--- src/rtl/dsec_feeder.sv ---
// dsec_feeder: packs 32-bit host word pairs into 64-bit blocks, tags key blocks, queues them for dsec.
// Latency: second half-word at edge t -> in_valid pulse for cycle t+1..t+2 when rdy is high at t+1.
// Backpressure: host_ready drops while the FIFO holds DEPTH blocks; optional zero-pad via DSEC_FEEDER_ZERO_PAD_EN.

module dsec_feeder_fifo #(
  parameter int W     = 65,
  parameter int DEPTH = 4
) (
  input  logic                       i_clk,
  input  logic                       i_rst,
  input  logic                       i_push,
  input  logic [W-1:0]               i_push_dat,
  input  logic                       i_pop,
  output logic [W-1:0]               o_head_dat,
  output logic [$clog2(DEPTH+1)-1:0] o_count
);
  localparam int PW = $clog2(DEPTH);
  localparam int CW = $clog2(DEPTH+1);

  logic [W-1:0]  r_mem [DEPTH];
  logic [PW-1:0] r_wr_ptr;
  logic [PW-1:0] r_rd_ptr;
  logic [CW-1:0] r_count;

  always_ff @(posedge i_clk) begin
    if (i_rst) begin
      r_wr_ptr <= '0;
      r_rd_ptr <= '0;
      r_count  <= '0;
      for (int i = 0; i < DEPTH; i++) r_mem[i] <= '0;
    end else begin
      if (i_push) begin
        r_mem[r_wr_ptr] <= i_push_dat;
        r_wr_ptr        <= r_wr_ptr + PW'(1);
      end
      if (i_pop) r_rd_ptr <= r_rd_ptr + PW'(1);
      case ({i_push, i_pop})
        2'b10:   r_count <= r_count + CW'(1);
        2'b01:   r_count <= r_count - CW'(1);
        default: r_count <= r_count;
      endcase
    end
  end

  assign o_head_dat = r_mem[r_rd_ptr];
  assign o_count    = r_count;
endmodule

module dsec_feeder #(
  parameter int KEY_WORDS = 3,
  parameter int DEPTH     = 4
) (
  input  logic        i_clk,
  input  logic        i_rst,
  input  logic        i_cfg_start,
  input  logic [31:0] i_host_data,
  input  logic        i_host_valid,
  input  logic        i_host_last,
  output logic        o_host_ready,
  output logic [63:0] o_data_in,
  output logic        o_key_config,
  output logic        o_in_valid,
  input  logic        i_rdy,
  output logic        o_err
);
  localparam int CW  = $clog2(DEPTH+1);
  localparam int KCW = $clog2(2*KEY_WORDS+1);
  localparam logic [KCW-1:0] KEY_LAST = KCW'(2*KEY_WORDS-1);

  typedef enum logic [1:0] {ST_IDLE, ST_KEY, ST_DATA} state_t;

  typedef struct packed {
    logic        key;
    logic [63:0] blk;
  } blk_t;

  state_t         r_state;
  logic [KCW-1:0] r_key_cnt;
  logic           r_half_vld;
  logic [31:0]    r_half;
  logic           r_err;
  logic           r_in_valid;
  logic [63:0]    r_data_in;
  logic           r_key_config;

  logic           w_host_ready;
  logic           w_xfer;
  logic           w_pop;
  logic           w_push;
  blk_t           w_push_dat;
  blk_t           w_head;
  logic [CW-1:0]  w_count;
  logic           w_cfg_enter;

  assign w_host_ready = (r_state != ST_IDLE) && (w_count < CW'(DEPTH));
  assign w_xfer       = i_host_valid && w_host_ready;
  assign w_pop        = (w_count != '0) && i_rdy && !r_in_valid;
  // A cfg_start honoured in DATA takes precedence over any word accepted at the same edge.
  assign w_cfg_enter  = (r_state == ST_DATA) && i_cfg_start && !r_half_vld;

  always_comb begin
    w_push     = 1'b0;
    w_push_dat = '0;
    case (r_state)
      ST_KEY: begin
        if (w_xfer && !i_host_last && r_half_vld) begin
          w_push     = 1'b1;
          w_push_dat = '{key: 1'b1, blk: {r_half, i_host_data}};
        end
      end
      ST_DATA: begin
        if (w_xfer && !w_cfg_enter) begin
          if (r_half_vld) begin
            w_push     = 1'b1;
            w_push_dat = '{key: 1'b0, blk: {r_half, i_host_data}};
          end
`ifdef DSEC_FEEDER_ZERO_PAD_EN
          else if (i_host_last) begin
            w_push     = 1'b1;
            w_push_dat = '{key: 1'b0, blk: {i_host_data, 32'h0}};
          end
`endif
        end
      end
      default: begin
        w_push     = 1'b0;
        w_push_dat = '0;
      end
    endcase
  end

  dsec_feeder_fifo #(
    .W     ($bits(blk_t)),
    .DEPTH (DEPTH)
  ) u_fifo (
    .i_clk      (i_clk),
    .i_rst      (i_rst),
    .i_push     (w_push),
    .i_push_dat (w_push_dat),
    .i_pop      (w_pop),
    .o_head_dat (w_head),
    .o_count    (w_count)
  );

  always_ff @(posedge i_clk) begin
    if (i_rst) begin
      r_state    <= ST_IDLE;
      r_key_cnt  <= '0;
      r_half_vld <= 1'b0;
      r_half     <= '0;
      r_err      <= 1'b0;
    end else begin
      r_err <= 1'b0;
      case (r_state)
        ST_IDLE: begin
          if (i_cfg_start) begin
            r_state    <= ST_KEY;
            r_key_cnt  <= '0;
            r_half_vld <= 1'b0;
          end
        end
        ST_KEY: begin
          if (i_cfg_start) r_err <= 1'b1;
          if (w_xfer) begin
            if (i_host_last) begin
              r_err      <= 1'b1;
              r_half_vld <= 1'b0;
              r_key_cnt  <= '0;
              r_state    <= ST_IDLE;
            end else begin
              r_half_vld <= !r_half_vld;
              if (!r_half_vld) r_half <= i_host_data;
              if (r_key_cnt == KEY_LAST) begin
                r_key_cnt <= '0;
                r_state   <= ST_DATA;
              end else begin
                r_key_cnt <= r_key_cnt + KCW'(1);
              end
            end
          end
        end
        ST_DATA: begin
          if (w_cfg_enter) begin
            r_state    <= ST_KEY;
            r_key_cnt  <= '0;
            r_half_vld <= 1'b0;
          end else begin
            if (i_cfg_start) r_err <= 1'b1;
            if (w_xfer) begin
              if (r_half_vld) begin
                r_half_vld <= 1'b0;
              end else if (i_host_last) begin
`ifdef DSEC_FEEDER_ZERO_PAD_EN
                r_half_vld <= 1'b0;
`else
                r_err      <= 1'b1;
`endif
              end else begin
                r_half     <= i_host_data;
                r_half_vld <= 1'b1;
              end
            end
          end
        end
        default: r_state <= ST_IDLE;
      endcase
    end
  end

  // Issue only when the previous pulse has ended, giving at least one idle cycle between blocks.
  always_ff @(posedge i_clk) begin
    if (i_rst) begin
      r_in_valid   <= 1'b0;
      r_data_in    <= '0;
      r_key_config <= 1'b0;
    end else if (w_pop) begin
      r_in_valid   <= 1'b1;
      r_data_in    <= w_head.blk;
      r_key_config <= w_head.key;
    end else begin
      r_in_valid   <= 1'b0;
    end
  end

  assign o_host_ready = w_host_ready;
  assign o_data_in    = r_data_in;
  assign o_key_config = r_key_config;
  assign o_in_valid   = r_in_valid;
  assign o_err        = r_err;
endmodule

--- config.mk ---
export PLATFORM = sky130hd
export DESIGN_NAME = dsec_feeder
export DESIGN_NICKNAME = d
export VERILOG_FILES = /design/src/rtl/dsec_feeder.sv
export SDC_FILE = /design/constraint.sdc
export NUM_CORES = 1
export LEC_CHECK = 0
export BUFFER_PORTS_ARGS = -buffer_cell sky130_fd_sc_hd__buf_4
export CAP_MARGIN = 40
export CORE_MARGIN = 3
export CORE_UTILIZATION = 54
export DETAILED_ROUTE_END_ITERATION = 12
export PLACE_DENSITY = 0.75
export SYNTH_ARGS = -nofsm -noshare
export SYNTH_HDL_FRONTEND = slang
export SYNTH_SLANG_ARGS = --single-unit
--- constraint.sdc ---
create_clock -name i_clk -period 6.5 [get_ports i_clk]
set_clock_uncertainty 0.05 [all_clocks]
set_input_delay 0.325 -clock i_clk [delete_from_list [all_inputs] [get_ports i_clk]]
set_output_delay 0.325 -clock i_clk [all_outputs]
set_load 0.03 [all_outputs]
# Yosys cells after proc, flatten, opt, wreduce, memory -nomap -nowiden
# Memory sizes are Yosys's and may differ from the RTL's. A register that Yosys moved wholly into a read port is not among the register bits.
# Cells that the tools add are included.
# word_totals
elab_cells	109
mem_bits_rw	260
input_bits	38
out_inout_bits	68
regBits	47
memories	1
# classes
add_sub_neg	5
mux	53
reduce_logical	24
n_lt_le_gt_ge	1
n_eq_ne	16
# mem_list
memory	depth	word_bits	read_ports	rd_ports_with_merged_regs	write_ports	line	source
u_fifo.r_mem	4	65	1	1	4	20	logic [W-1:0] r_mem [DEPTH];
# op_table
cell	n
2-to-1 mux 32 bit	7
2-to-1 mux 65 bit	2
case mux 65 bit (2 select lines)	1
2-to-1 mux 64 bit	2
OR reduction 65 bit	1
case mux 32 bit (2 select lines)	1
2-to-1 mux 1 bit	23
!= test 2 bit, second input constant	9
2-to-1 mux 3 bit	5
2-to-1 mux 2 bit	6
AND reduction 4 bit	3
logical AND 1 bit	9
case mux 3 bit (3 select lines)	1
AND reduction 8 bit	1
adder 3 x 1 -> 3 bit, second input constant	2
!= test 3 bit, second input constant	2
case mux 2 bit (3 select lines)	1
case mux 3 bit (2 select lines)	1
nonzero test 2 bit	3
nonzero test 3 bit	2
adder 2 x 1 -> 2 bit, second input constant	2
== test 2 x 1 -> 1 bit, second input constant	2
== test 2 bit, second input constant	2
zero test 1 bit	4
6 further kinds	7

# Depth between registers and ports, before layout
# logic_depth
word_depth	12
depth_mapped	10
mapped_depth_nobuf	10

# By module
# A second synthesis with hierarchy kept.
# unflattened
cells_unflattened	1195
hier_area_um2	15934.0
# modules_own_cells
module	cells_each	area_each_um2	seq_area_each_um2	n_inst
dsec_feeder_fifo	674	11654.9	7987.7	1
dsec_feeder	521	4279.1	2102.0	1

# Worst setup path before layout
# OpenSTA, ideal clock, no wires.
# synth_path
kind	register -> register
startpoint	reg r_state[0]
endpoint	mem u_fifo.r_mem[0][0] (enable)
setup_ns	0.585
arrival_ns	6.011
required_ns	5.865
synth_period_minus_slack_ns	6.646
path_stages_with_launch	6
slack_ns	-0.146
n_path_buf	0
path_cell_list	dfxtp_1 -> inv_1 -> ha_1 -> nor3b_2 -> o211ai_1 -> o31ai_1
# synth_rtl
item	line	source
from (decl)	77	state_t r_state;
from (signal assigned)	147	r_state <= ST_IDLE;
from (signal assigned)	157	r_state <= ST_KEY;
from (signal assigned)	169	r_state <= ST_IDLE;
to (decl)	20	

==> results.md <==
* CTS Buffer Depth at 3
* Overall routing resource usage at 21.0%
* Max_cap viols at 0
* Comb pwr share at 4.1%
* First-pass GRT wire length at between 50 and 60 mm
* Die Area at 0.0304 sq mm
* Port Buffer Count at 105
* Async set-reset flop share out of synthesis at 0%
* Flop2flop setup slack at 3260 ps
* First-pass DRT Iterations at 5
* Post-route ant nets at 0
* Sw Share at 19.8%
* Cell count after synthesis at 1120
* Post-synthesis sequential area ratio at roughly two thirds
* Seq cells post-synth at 372
* Total Routed Length at 31.5 mm
* Post-DP HPWL at ~17 mm
* CP Class: reg2reg
* Post-CTS Setup Inserts at 0
* CTS root buffer: clkbuf_16
* RR Startpoint: r_state[1]
* CP required at around 7000 ps
* Post-CTS Resized at 0
* WL/cell at about 19 um
* Power Dens Cells at around 290 mW/mm^2
* Total number of vias at 8939
* Min Clock Period, post-route at approximately 3200 ps
* Syn avg cell area at 13.7 sq um
* Hold path endpoint: r_half[20]
* Grt ovf at 0
* Clock sinks at 372
* Rows at ~60
* CP Cell Sequence: inv_1, ha_1, nor2b_1, o2111a_2, buf_4, nor3b_4, buf_4, and2_1
* Mapped Nets at roughly 1200
* Sequential share of power at 50.7%
* Hold Crit Start: i_host_data[20]
* Share of cells above drive strength 1 at between 20% and 30%
* Worst skew pair latency at 520 ps
* Placed Area at 0.0166 sq mm
* WHS Path Cells at 3
* Final instance area at 0.0180 sq mm
* Crit. End Element: flip-flop
* Maximum number of pins on one net before global-route repair at 68
* Core area at ~0.028 sq mm
* Max incr delay on CP at roughly 570 ps
* Peak VDD IR at between 0.15 and 0.2 mV
* Sum Neg Setup Slack at 0 ps
* Slew Viols, Final at 0
* DR DRC count at 0
* Layout area overhead at 17.3%
* Mapped Area at 0.0153 sq mm
* # setup viols final at 0
* Slowest CP cell: buf_4
* Startpoint types: flip-flop
* Post-cts hold buffer count at 0
* P_sw at roughly 1000 uW
* CTS tree: built
* Via density at 5.52
* PnR Total Power at 5150 uW
* DRT iter0 DRCs at 631
* CTS H-Tree Depth at 2
* RSZ-0062 raised after global routing: false
* Starting density of the core at 55.0%
* Crit path top cell by count: buf_4
* FILL cells at 2023
* Die X at between 150 and 200 um
* Status: finished, final reports clean
* Path depth of the worst reg2reg path at 8
* Synth warn at 0
* Placer Congestion at 0.721
* Leak Pwr at 0.00676 uW
* Slew HR at between 40% and 50%
* Yosys cell types at 45
* Cell-internal power at 4130 uW
* Clock Pin Slew Worst Setup and Hold Paths at about 60 ps
* Vias in the first global route at 9172
* Final period utilization at around half
* Worst-Margin Slew at 858 ps
* Initial antenna violation count at 1
* Number of flops mapped to enable cells by yosys at 260
* CP Max Fanout at 67
* Clock network power share at 45.2%
* Final Hold Viols at 0
* Worst min path class: in2reg
* Nets at 1256
* Crit Reg-Reg Endpoint: u_fifo.r_mem[2][43]
* Upper clock frequency limit at 309 MHz
* IO Pins at 106
* Die height at 174 um
* Leading register cell type out of synthesis: edfxtp_1
* CTS Buf Count at 38
* Crit path DAT at 3560 ps
==> metrics by stage <==
stage | hold slack, ps | std cells | worst slack (ps) | utilization [%]
detailed placement | 398 | 1550 | 3260 | 59.6
global placement | 395 | 1544 | 3340 | 59.0
finish | 21.3 | 1620 | 3260 | 64.4
floorplan | 417 | 1120 | 57.1 | -
global route | 15.0 | 1620 | 3040 | 64.4
CTS | 5.66 | 1619 | 3260 | 64.4
==> logic make-up (layout without fill, tap and decap cells) <==
group	after synthesis	in the layout	share of synthesized area, %
AO/OA/AOI/OAI	88	88	3.16
XOR/XNOR	6	6	0.343
adder cells (fa/ha/maj)	6	6	0.539
buffers and inverters	83	204	2.13
flip-flops	372	372	65.6
multiplexers	98	98	11.7
other	0	1	0
AND/OR/NAND/NOR	467	467	16.5
==> worst max-delay path by stage <==
| stage | startpoint | to | slack [ps] | cells past startpoint |
|---|---|---|---|---|
| 2_1_floorplan | r_state[0] | u_fifo.r_mem[2][0] | 60 | 5 |
| 3_3_place_gp | i_rst | u_fifo.r_mem[2][47] | 3340 | 7 |
| 3_5_place_dp | r_state[1] | u_fifo.r_mem[2][43] | 3260 | 8 |
| 4_1_cts | r_state[1] | u_fifo.r_mem[2][43] | 3260 | 8 |
| 5_1_grt | r_state[0] | u_fifo.r_mem[2][43] | 3040 | 8 |
| 6_report | r_state[1] | u_fifo.r_mem[2][43] | 3260 | 8 |
==> worst max-delay path: cells and delay by family, from the launching register on <==
| kind | cells | cell delay (ps) |
|---|---|---|
| flip-flops | 1 | 340 |
| AO/OA/AOI/OAI | 1 | 230 |
| buffers and inverters | 3 | 1210 |
| AND/OR/NAND/NOR | 3 | 930 |
| adder cells (fa/ha/maj) | 1 | 270 |
==> flip-flops by register name, summed over array words and instances (netlist names) <==
signal,count
o_data_in,64
o_err,1
o_in_valid,1
o_key_config,1
r_half,32
r_half_vld,1
r_key_cnt,3
r_state,2
u_fifo.o_count,3
u_fifo.r_mem,260
u_fifo.r_rd_ptr,2
u_fifo.r_wr_ptr,2
==> power groups by stage <==
stage / Sequential, uW / Combinational, uW / Clock [uW]
floorplan: 2670 / 123 / 0
global placement: 2660 / 193 / 0
detailed placement: 2660 / 209 / 0
CTS: 2610 / 211 / 2370
global route: 2620 / 227 / 2460
finish: 2610 / 209 / 2330
==> cell usage after synthesis, types with 6 or more instances <==
master,number,area (sq um)
mux2i_1,33,330
nand2_1,135,507
a21oi_1,70,350
buf_1,6,22.5
mux4_2,65,1460
clkbuf_1,54,203
buf_2,12,60.1
nor2_1,46,173
inv_1,11,41.3
and2_1,257,1610
dfxtp_1,112,2240
edfxtp_1,260,7810
==> routing by layer <==
layer  vias to the layer above  GRT usage [%]  wire [um]
met1                      4496           27.8      13400
li1                       4150              -          -
met5                         -              0          0
met4                         0           5.93        611
met2                       246           36.4      15900
met3                        47           3.04       1670
==> cells in the final DEF, fill, tap and decap left out, types with 7 or more instances in the layout <==
master / netlist / routed
and2_1: 257 / 257
buf_4: 0 / 118
edfxtp_1: 260 / 260
mux2i_1: 33 / 33
dfxtp_1: 112 / 110
inv_1: 11 / 10
nand2_1: 135 / 135
nor2_1: 46 / 46
mux4_2: 65 / 65
bufinv_16: 0 / 7
a21oi_1: 70 / 70
clkinv_2: 0 / 7
clkbuf_16: 0 / 41
==> final cells by class <==
class / instances / area [sq um] / area share (%)
Clock buffer: 49 / 1090 / 6.05
Clock inverter: 20 / 272 / 1.51
Timing Repair Buffer: 124 / 1040 / 5.77
Inverter: 11 / 41.3 / 0.230
Multi-Input combinational cell: 665 / 4980 / 27.8
Antenna cell: 1 / 2.50 / 0.0139
Sequential cell: 372 / 10100 / 56.0
Tap cell: 378 / 473 / 2.63
No activity file was read; power rests on OpenSTA's default activity.
